### config.mk
export PLATFORM = sky130hd
export DESIGN_NAME = tl_grant_responder
export DESIGN_NICKNAME = d
export VERILOG_FILES = /design/src/rtl/tl_grant_responder.sv
export SDC_FILE = /design/constraint.sdc
export NUM_CORES = 1
export LEC_CHECK = 0
export CORE_AREA = 2 2 144 146
export CTS_BUF_LIST = sky130_fd_sc_hd__clkbuf_16
export DETAILED_ROUTE_END_ITERATION = 10
export DIE_AREA = 0 0 146 148
export PLACE_DENSITY = 0.76
export SETUP_SLACK_MARGIN = 0.5
export SLEW_MARGIN = 15
export SYNTH_ARGS = -nofsm -noshare
export SYNTH_HDL_FRONTEND = slang
export SYNTH_SLANG_ARGS = --single-unit
### constraint.sdc
create_clock -name clk -period 8.3 [get_ports clk]
set_input_delay 2.075 -clock clk [delete_from_list [all_inputs] [get_ports clk]]
set_output_delay 2.075 -clock clk [all_outputs]
set_load 0.02 [all_outputs]
### src/rtl/tl_grant_responder.sv
// Manager-side uncached acquire endpoint: services get/put (single and block) against a
// beat-wide memory port and answers each acquire with a header-swapped grant.
module tl_grant_responder #(
  parameter int HDR_W  = 2,
  parameter int BLK_W  = 26,
  parameter int DATA_W = 64,
  parameter int BEATS  = 8
) (
  input  logic                       clk,
  input  logic                       reset,
  input  logic                       acq_valid,
  output logic                       acq_ready,
  input  logic [HDR_W-1:0]           acq_src,
  input  logic [HDR_W-1:0]           acq_dst,
  input  logic [BLK_W-1:0]           acq_addr_block,
  input  logic                       acq_client_xact_id,
  input  logic [$clog2(BEATS)-1:0]   acq_addr_beat,
  input  logic                       acq_is_builtin_type,
  input  logic [2:0]                 acq_a_type,
  input  logic [11:0]                acq_union,
  input  logic [DATA_W-1:0]          acq_data,
  output logic                       mem_req_valid,
  input  logic                       mem_req_ready,
  output logic                       mem_req_write,
  output logic [BLK_W+$clog2(BEATS)-1:0] mem_req_addr,
  output logic [DATA_W-1:0]          mem_req_data,
  output logic [7:0]                 mem_req_wmask,
  input  logic                       mem_resp_valid,
  input  logic [DATA_W-1:0]          mem_resp_data,
  output logic                       gnt_valid,
  input  logic                       gnt_ready,
  output logic [HDR_W-1:0]           gnt_src,
  output logic [HDR_W-1:0]           gnt_dst,
  output logic                       gnt_client_xact_id,
  output logic                       gnt_manager_xact_id,
  output logic                       gnt_is_builtin_type,
  output logic [2:0]                 gnt_g_type,
  output logic [$clog2(BEATS)-1:0]   gnt_addr_beat,
  output logic [DATA_W-1:0]          gnt_data
);

  localparam int BEAT_W = $clog2(BEATS);
  localparam logic [BEAT_W-1:0] LAST_BEAT = BEAT_W'(BEATS - 1);

  localparam logic [2:0] A_GET       = 3'd0;
  localparam logic [2:0] A_GET_BLOCK = 3'd1;
  localparam logic [2:0] A_PUT       = 3'd2;
  localparam logic [2:0] A_PUT_BLOCK = 3'd3;

  localparam logic [2:0] G_ACK       = 3'd0;
  localparam logic [2:0] G_PUT_ACK   = 3'd2;
  localparam logic [2:0] G_GET_BEAT  = 3'd3;
  localparam logic [2:0] G_GET_BLOCK = 3'd4;

  typedef enum logic [2:0] {IDLE, MREQ, MWAIT, GRANT, PUTNEXT} state_t;

  state_t              state, state_nx;
  logic [BEAT_W-1:0]   cnt, cnt_nx;

  logic [HDR_W-1:0]    src_q, dst_q;
  logic                xact_q;
  logic [BLK_W-1:0]    blk_q;
  logic [BEAT_W-1:0]   beat_q;
  logic [2:0]          op_q;
  logic [2:0]          g_type_q;
  logic [DATA_W-1:0]   data_q;
  logic [7:0]          mask_q;
  logic [DATA_W-1:0]   rdata_q;

  logic                supported;
  logic                is_write, is_read, is_get_block, is_put_block;
  logic                in_mreq, in_gnt;
  logic [3:0]          unused_union;

  assign unused_union = {acq_union[11:9], acq_union[0]};
  assign supported    = acq_is_builtin_type && (acq_a_type <= A_PUT_BLOCK);
  assign is_write     = (op_q == A_PUT) || (op_q == A_PUT_BLOCK);
  assign is_read      = (g_type_q == G_GET_BEAT) || (g_type_q == G_GET_BLOCK);
  assign is_get_block = (g_type_q == G_GET_BLOCK);
  assign is_put_block = (g_type_q == G_PUT_ACK) && (op_q == A_PUT_BLOCK);

  always_ff @(posedge clk) begin
    if (reset) begin
      state <= IDLE;
      cnt   <= '0;
    end else begin
      state <= state_nx;
      cnt   <= cnt_nx;
    end
  end

  always_comb begin
    state_nx = state;
    cnt_nx   = cnt;
    case (state)
      IDLE: begin
        if (acq_valid) begin
          cnt_nx   = '0;
          state_nx = supported ? MREQ : GRANT;
        end
      end
      MREQ: begin
        if (mem_req_ready) state_nx = MWAIT;
      end
      MWAIT: begin
        if (mem_resp_valid) begin
          if (is_put_block && (cnt != LAST_BEAT)) begin
            cnt_nx   = cnt + BEAT_W'(1);
            state_nx = PUTNEXT;
          end else begin
            state_nx = GRANT;
          end
        end
      end
      PUTNEXT: begin
        if (acq_valid) state_nx = MREQ;
      end
      GRANT: begin
        if (gnt_ready) begin
          if (is_get_block && (cnt != LAST_BEAT)) begin
            cnt_nx   = cnt + BEAT_W'(1);
            state_nx = MREQ;
          end else begin
            state_nx = IDLE;
          end
        end
      end
      default: state_nx = IDLE;
    endcase
  end

  // Transaction payload: captured on acquire, per-beat refresh in PUTNEXT, read data in MWAIT
  always_ff @(posedge clk) begin
    if (state == IDLE && acq_valid) begin
      src_q    <= acq_src;
      dst_q    <= acq_dst;
      xact_q   <= acq_client_xact_id;
      blk_q    <= acq_addr_block;
      beat_q   <= acq_addr_beat;
      op_q     <= acq_a_type;
      data_q   <= acq_data;
      mask_q   <= acq_union[8:1];
      if (!supported)
        g_type_q <= G_ACK;
      else if (acq_a_type == A_GET)
        g_type_q <= G_GET_BEAT;
      else if (acq_a_type == A_GET_BLOCK)
        g_type_q <= G_GET_BLOCK;
      else
        g_type_q <= G_PUT_ACK;
    end
    if (state == PUTNEXT && acq_valid) begin
      beat_q <= acq_addr_beat;
      data_q <= acq_data;
      mask_q <= acq_union[8:1];
    end
    if (state == MWAIT && mem_resp_valid && !is_write)
      rdata_q <= mem_resp_data;
  end

  // Outputs are pure state decodes; payload is forced to zero outside the owning state
  assign in_mreq = (state == MREQ);
  assign in_gnt  = (state == GRANT);

  assign acq_ready     = (state == IDLE) || (state == PUTNEXT);
  assign mem_req_valid = in_mreq;
  assign mem_req_write = in_mreq && is_write;
  assign mem_req_addr  = in_mreq ? {blk_q, (is_get_block ? cnt : beat_q)} : '0;
  assign mem_req_data  = (in_mreq && is_write) ? data_q : '0;
  assign mem_req_wmask = (in_mreq && is_write) ? mask_q : '0;

  assign gnt_valid           = in_gnt;
  assign gnt_src             = in_gnt ? dst_q : '0;
  assign gnt_dst             = in_gnt ? src_q : '0;
  assign gnt_client_xact_id  = in_gnt && xact_q;
  assign gnt_manager_xact_id = 1'b0;
  assign gnt_is_builtin_type = 1'b1;
  assign gnt_g_type          = in_gnt ? g_type_q : '0;
  assign gnt_addr_beat       = !in_gnt ? '0 :
                               is_get_block ? cnt :
                               (g_type_q == G_GET_BEAT) ? beat_q : '0;
  assign gnt_data            = (in_gnt && is_read) ? rdata_q : '0;

endmodule

After elaboration in Yosys (flattened, before gate mapping)
Cells that the tools add are included.

$add $sub $neg: 1. Order comparisons: 1. Equality and inequality tests: 18. Muxes and demuxes: 34. Bitwise logic cells: 1. Reductions and logical operators: 22.

Operators by type and width (count): 64-bit 2-to-1 mux (4); 3-bit 2-to-1 mux (19); 29-bit 2-to-1 mux (1); 8-bit 2-to-1 mux (3); 3-bit by 2-bit equality test with 1-bit output (second input constant) (6); 3-bit case mux with 5 select lines (1); 2-bit != test (second input constant) (6); 1-bit logical AND (11); 3-bit case mux with 3 select lines (1); 2-bit 2-to-1 mux (4); 3-bit by 1-bit equality test with 1-bit output (second input constant) (2); 3-bit equality test (second input constant) (2); 3-bit zero test (2); 6-bit AND reduction (1); 5-bit AND reduction (1); 3-bit by 1-bit adder with 3-bit output (second input constant) (1); 3-bit by 2-bit <= comparator with 1-bit output (second input constant) (1); 1-bit logical OR (3); 3-bit != test (second input constant) (1); 3-bit nonzero test (1); 2-bit by 1-bit != test with 1-bit output (second input constant) (1); 2-bit nonzero test (1); 2-bit OR reduction (1); 1-bit zero test (1); other kinds (2) (2).

Flip-flop bits (word level): 182. Input port bits: 184. Output and inout bits: 182. Word-level logic and storage cells: 90.

Depth between registers and ports, before layout
Word-level depth: 6. Depth in mapped cells: 6. Mapped depth without buffers: 6.

Worst setup path after synthesis
Ideal clock, no wire load.

Kind: input to register. From: in mem_resp_valid. To: reg rdata_q[0], enable pin. Library setup time: 0.644 ns. Data arrival time: 8.199 ns. Data required time: 7.656 ns. Setup slack: -0.543 ns. Stages: 2. Buffers on the path: 0. Path through: nand2_1 -> nor4_1.

Word-level cells in the longest chain between the ends: 2.

Ends and longest elaborated chain: from (decl) (RTL line 28) `input logic mem_resp_valid,`; 1-bit logical AND (2 in series) (RTL line 157) `if (state == MWAIT && mem_resp_valid && !is_write)`; to (signal assigned) (RTL line 158) `rdata_q <= mem_resp_data;`; to (decl) (RTL line 68) `logic [DATA_W-1:0] rdata_q;`.

No other way between the ends. A chain may end at the register's enable or synchronous reset.

Final worst setup path
From: reg state[0]. To: out gnt_data[4].

Word-level cells in the longest chain between the ends: 3.

Ends and longest elaborated chain: from (decl) (RTL line 57) `state_t state, state_nx;`; from (signal assigned) (RTL line 87) `state <= state_nx;`; 3-bit by 2-bit equality test with 1-bit output (RTL line 163) `assign in_gnt = (state == GRANT);`; 1-bit logical AND (RTL line 182) `assign gnt_data = (in_gnt && is_read) ? rdata_q : '0;`; 64-bit 2-to-1 mux (RTL line 182); to (decl) (RTL line 39) `output logic [DATA_W-1:0] gnt_data`.

No other way between the ends.

==> out/qor.txt <==
Setup TNS -> 0 ns
CP required -> 6.23 ns
CTS resizes -> 0
Clock skew -> 0.0131 ns
RSZ-0062 raised after global routing -> false
Crit path DAT -> 3.33 ns
Final Hold Viols -> 0
Clock transition at the registers of the reported paths -> 0.07 ns
#FFs+latches synth -> 182
RR Startpoint -> state[0]
Area of the mapped netlist -> 7140 um2
Final period utilization -> 65.1%
Fillers -> 1609
Flop-to-flop setup slack -> 5.43 ns
Die width -> 146 um
Worst Hold Depth -> 2
GRT Util Overall -> 17.3%
Core ar. -> 20000 um2
Clock Path Buffers -> 2
Max-cap violations -> 0
Syn Area/Cell -> 15.8 um2
Nets@finish -> 989
Yosys warns -> 0
Max VDD drop -> 0.129 mV
Outcome -> completed
Mapped Cells -> 453
Die area -> 21600 um2
Final slew viol count -> 0
Initial DRC count -> 268
Register area share after synthesis -> 75.7%
Antenna Nets Post-Route -> 0
Commonest non-fill, non-tap cell in the layout -> clkdlybuf4s50_1
H-tree levels -> 4
Die Height -> 148 um
P&R area growth vs syn -> 61.1%
I/O pin cnt -> 366
Core Util, Final -> 57.4%
DP Wirelength -> 13.8 mm
Synth Flop Type -> edfxtp_1
CP max FO -> 67
Clock Sinks -> 182
Cell depth of the worst setup path -> 4
CTS tree -> built
Worst Setup End Kind -> output port
Critical path type -> reg2out
Asr flop ratio synth -> 0%
Drt via density -> 4.57
Share of post-route cells with drive strength above 1 -> 5.39%
TritonCTS Buffers -> 17
Clock tree root driver cell -> clkbuf_16
Slowest stage delay, CP -> 0.83 ns
Vias in the first global route -> 5041
Number of buffers and inverters on the critical path -> 1
Clk_lat worst skew -> 0.43 ns
Synth unique cells -> 42
Cell family with most CP delay -> compound AO/OA/AOI/OAI gates
DRC Markers -> 0
Gpl congestion -> 0.766
Syn Nets -> 639
Worst R2R End -> blk_q[14]
Final min period -> 5.41 ns
Routed vias -> 4966
Peak Freq -> 185 MHz
Routed wire per std cell -> 17.6 um
Worst hold path type -> reg2reg
Worst-margin pin slew -> 1.02 ns
EDFF count, synth -> 176
CP cell instances -> and3b_1 > o21a_2 > and2_1 > clkdlybuf4s50_1
Port Buf Inserts -> 359
CTS Hold Bufs -> 0
Postcts setup bufs -> 0
Normalized max-slew margin -> 32.2%
Initial antenna violation count -> 0
Site Rows -> 52
Largest net degree at the start of global routing -> 96
Most frequent cells in the layout -> clkdlybuf4s50_1, edfxtp_1, and2_1, and3_1, clkbuf_16
Initial core utilization -> 35.7%
Static Leak -> 4.20 nW
Startpoint Class -> flip-flop
Worst Hold End -> cnt[1]
Cell at the slowest stage of the critical path -> o21a_2
WL final -> 19.1 mm
First-pass GRT wire length -> 28.2 mm
Global route total overflow -> 0
Hold path startpoint -> cnt[1]
Final setup fails -> 0
Antenna diode count -> 0
Detailed Routing Iterations Pass 1 -> 4
P per Cell Area -> 186 nW/um2
R2R depth -> 3
==> cell type report <==
| type | count | area (um2) | share of cell area [%] |
|---|---|---|---|
| clock buffers | 17 | 425 | 3.70 |
| clock inverters | 15 | 145 | 1.26 |
| inverters | 3 | 12.5 | 0.109 |
| multi-input cells | 237 | 1560 | 13.6 |
| flip-flops and latches | 182 | 5410 | 47.0 |
| well taps | 270 | 338 | 2.94 |
| repair buffers | 362 | 3620 | 31.4 |
==> synth_stat cells (2+ instances only) <==
cell type	n	share of area, %
edfxtp_1	176	74
and2_1	100	8.8
and3_1	73	6.4
buf_4	10	1.1
buf_2	9	0.63
clkbuf_1	8	0.42
nor2b_1	7	0.61
dfxtp_1	6	1.7
nor2_1	6	0.32
nand2_1	5	0.26
buf_6	4	0.63
nand2b_1	4	0.35
nor3_1	4	0.28
a31oi_1	3	0.26
mux2i_1	3	0.42
nand3_1	3	0.21
a21oi_1	2	0.14
a221oi_1	2	0.25
conb_1	2	0.11
ha_1	2	0.35
inv_1	2	0.11
nand4_1	2	0.18
==> logic make-up (layout without fill, tap and decap cells) <==
logic type	after synthesis	in the layout	share of synthesized area, %
flops	182	182	75.7
other cells	2	2	0.105
compound gates	17	17	1.91
simple gates	212	212	18.5
fa+ha+maj	2	2	0.350
mux	4	4	0.578
buf+inv	34	397	2.91
==> registers in the layout (all words and copies together), names as in the netlist <==
register and flops:
src_q 2, data_q 64, cnt 3, blk_q 26, g_type_q 3, state 3
rdata_q 64, xact_q 1, op_q 3, dst_q 2, mask_q 8, beat_q 3
==> routing by layer <==
layer  wire length [um]  vias to the layer above  track usage [%]
li1                   -                     2352                -
met1               7470                     2319             20.1
met2               9420                      271             29.1
met3               1840                       24             7.53
met4                345                        0             5.34
met5                  0                        -                0
==> per-stage QoR <==
step	std cells	hold slack (ns)	setup WS [ns]	cell area (um2)	total power, mW
final	1086	0.526	2.89	11500	2.15
after global routing	1086	0.548	2.64	11500	2.22
after CTS	1086	0.525	2.86	11500	2.17
after detailed placement	1054	0.511	3.33	10900	1.40
after global placement	1054	0.509	3.39	10900	1.39
after floorplan	453	0.465	2.17	7150	1.23
==> worst register-to-register path, stage by stage, from the launching register on <==
cell and delay, ns:
dfxtp_1 0.47, nor2_1 0.21, and2_4 0.82, nor2b_4 0.97
==> worst max path at each step <==
stage / start / slack (ns) / to
3_3_place_gp: acq_valid / 3.39 / blk_q[1]
2_1_floorplan: mem_resp_valid / 2.17 / rdata_q[0]
6_report: state[0] / 2.89 / gnt_data[4]
5_1_grt: state[0] / 2.64 / gnt_data[4]
4_1_cts: state[0] / 2.86 / gnt_data[4]
3_5_place_dp: state[0] / 3.33 / gnt_data[4]
==> power breakdown <==
group | switching [mW] | internal, mW
Sequential | 0.0170 | 1.08
Combinational | 0.134 | 0.145
Clock | 0.375 | 0.397
Total | 0.526 | 1.62
No activity file was read; power rests on OpenSTA's default activity.
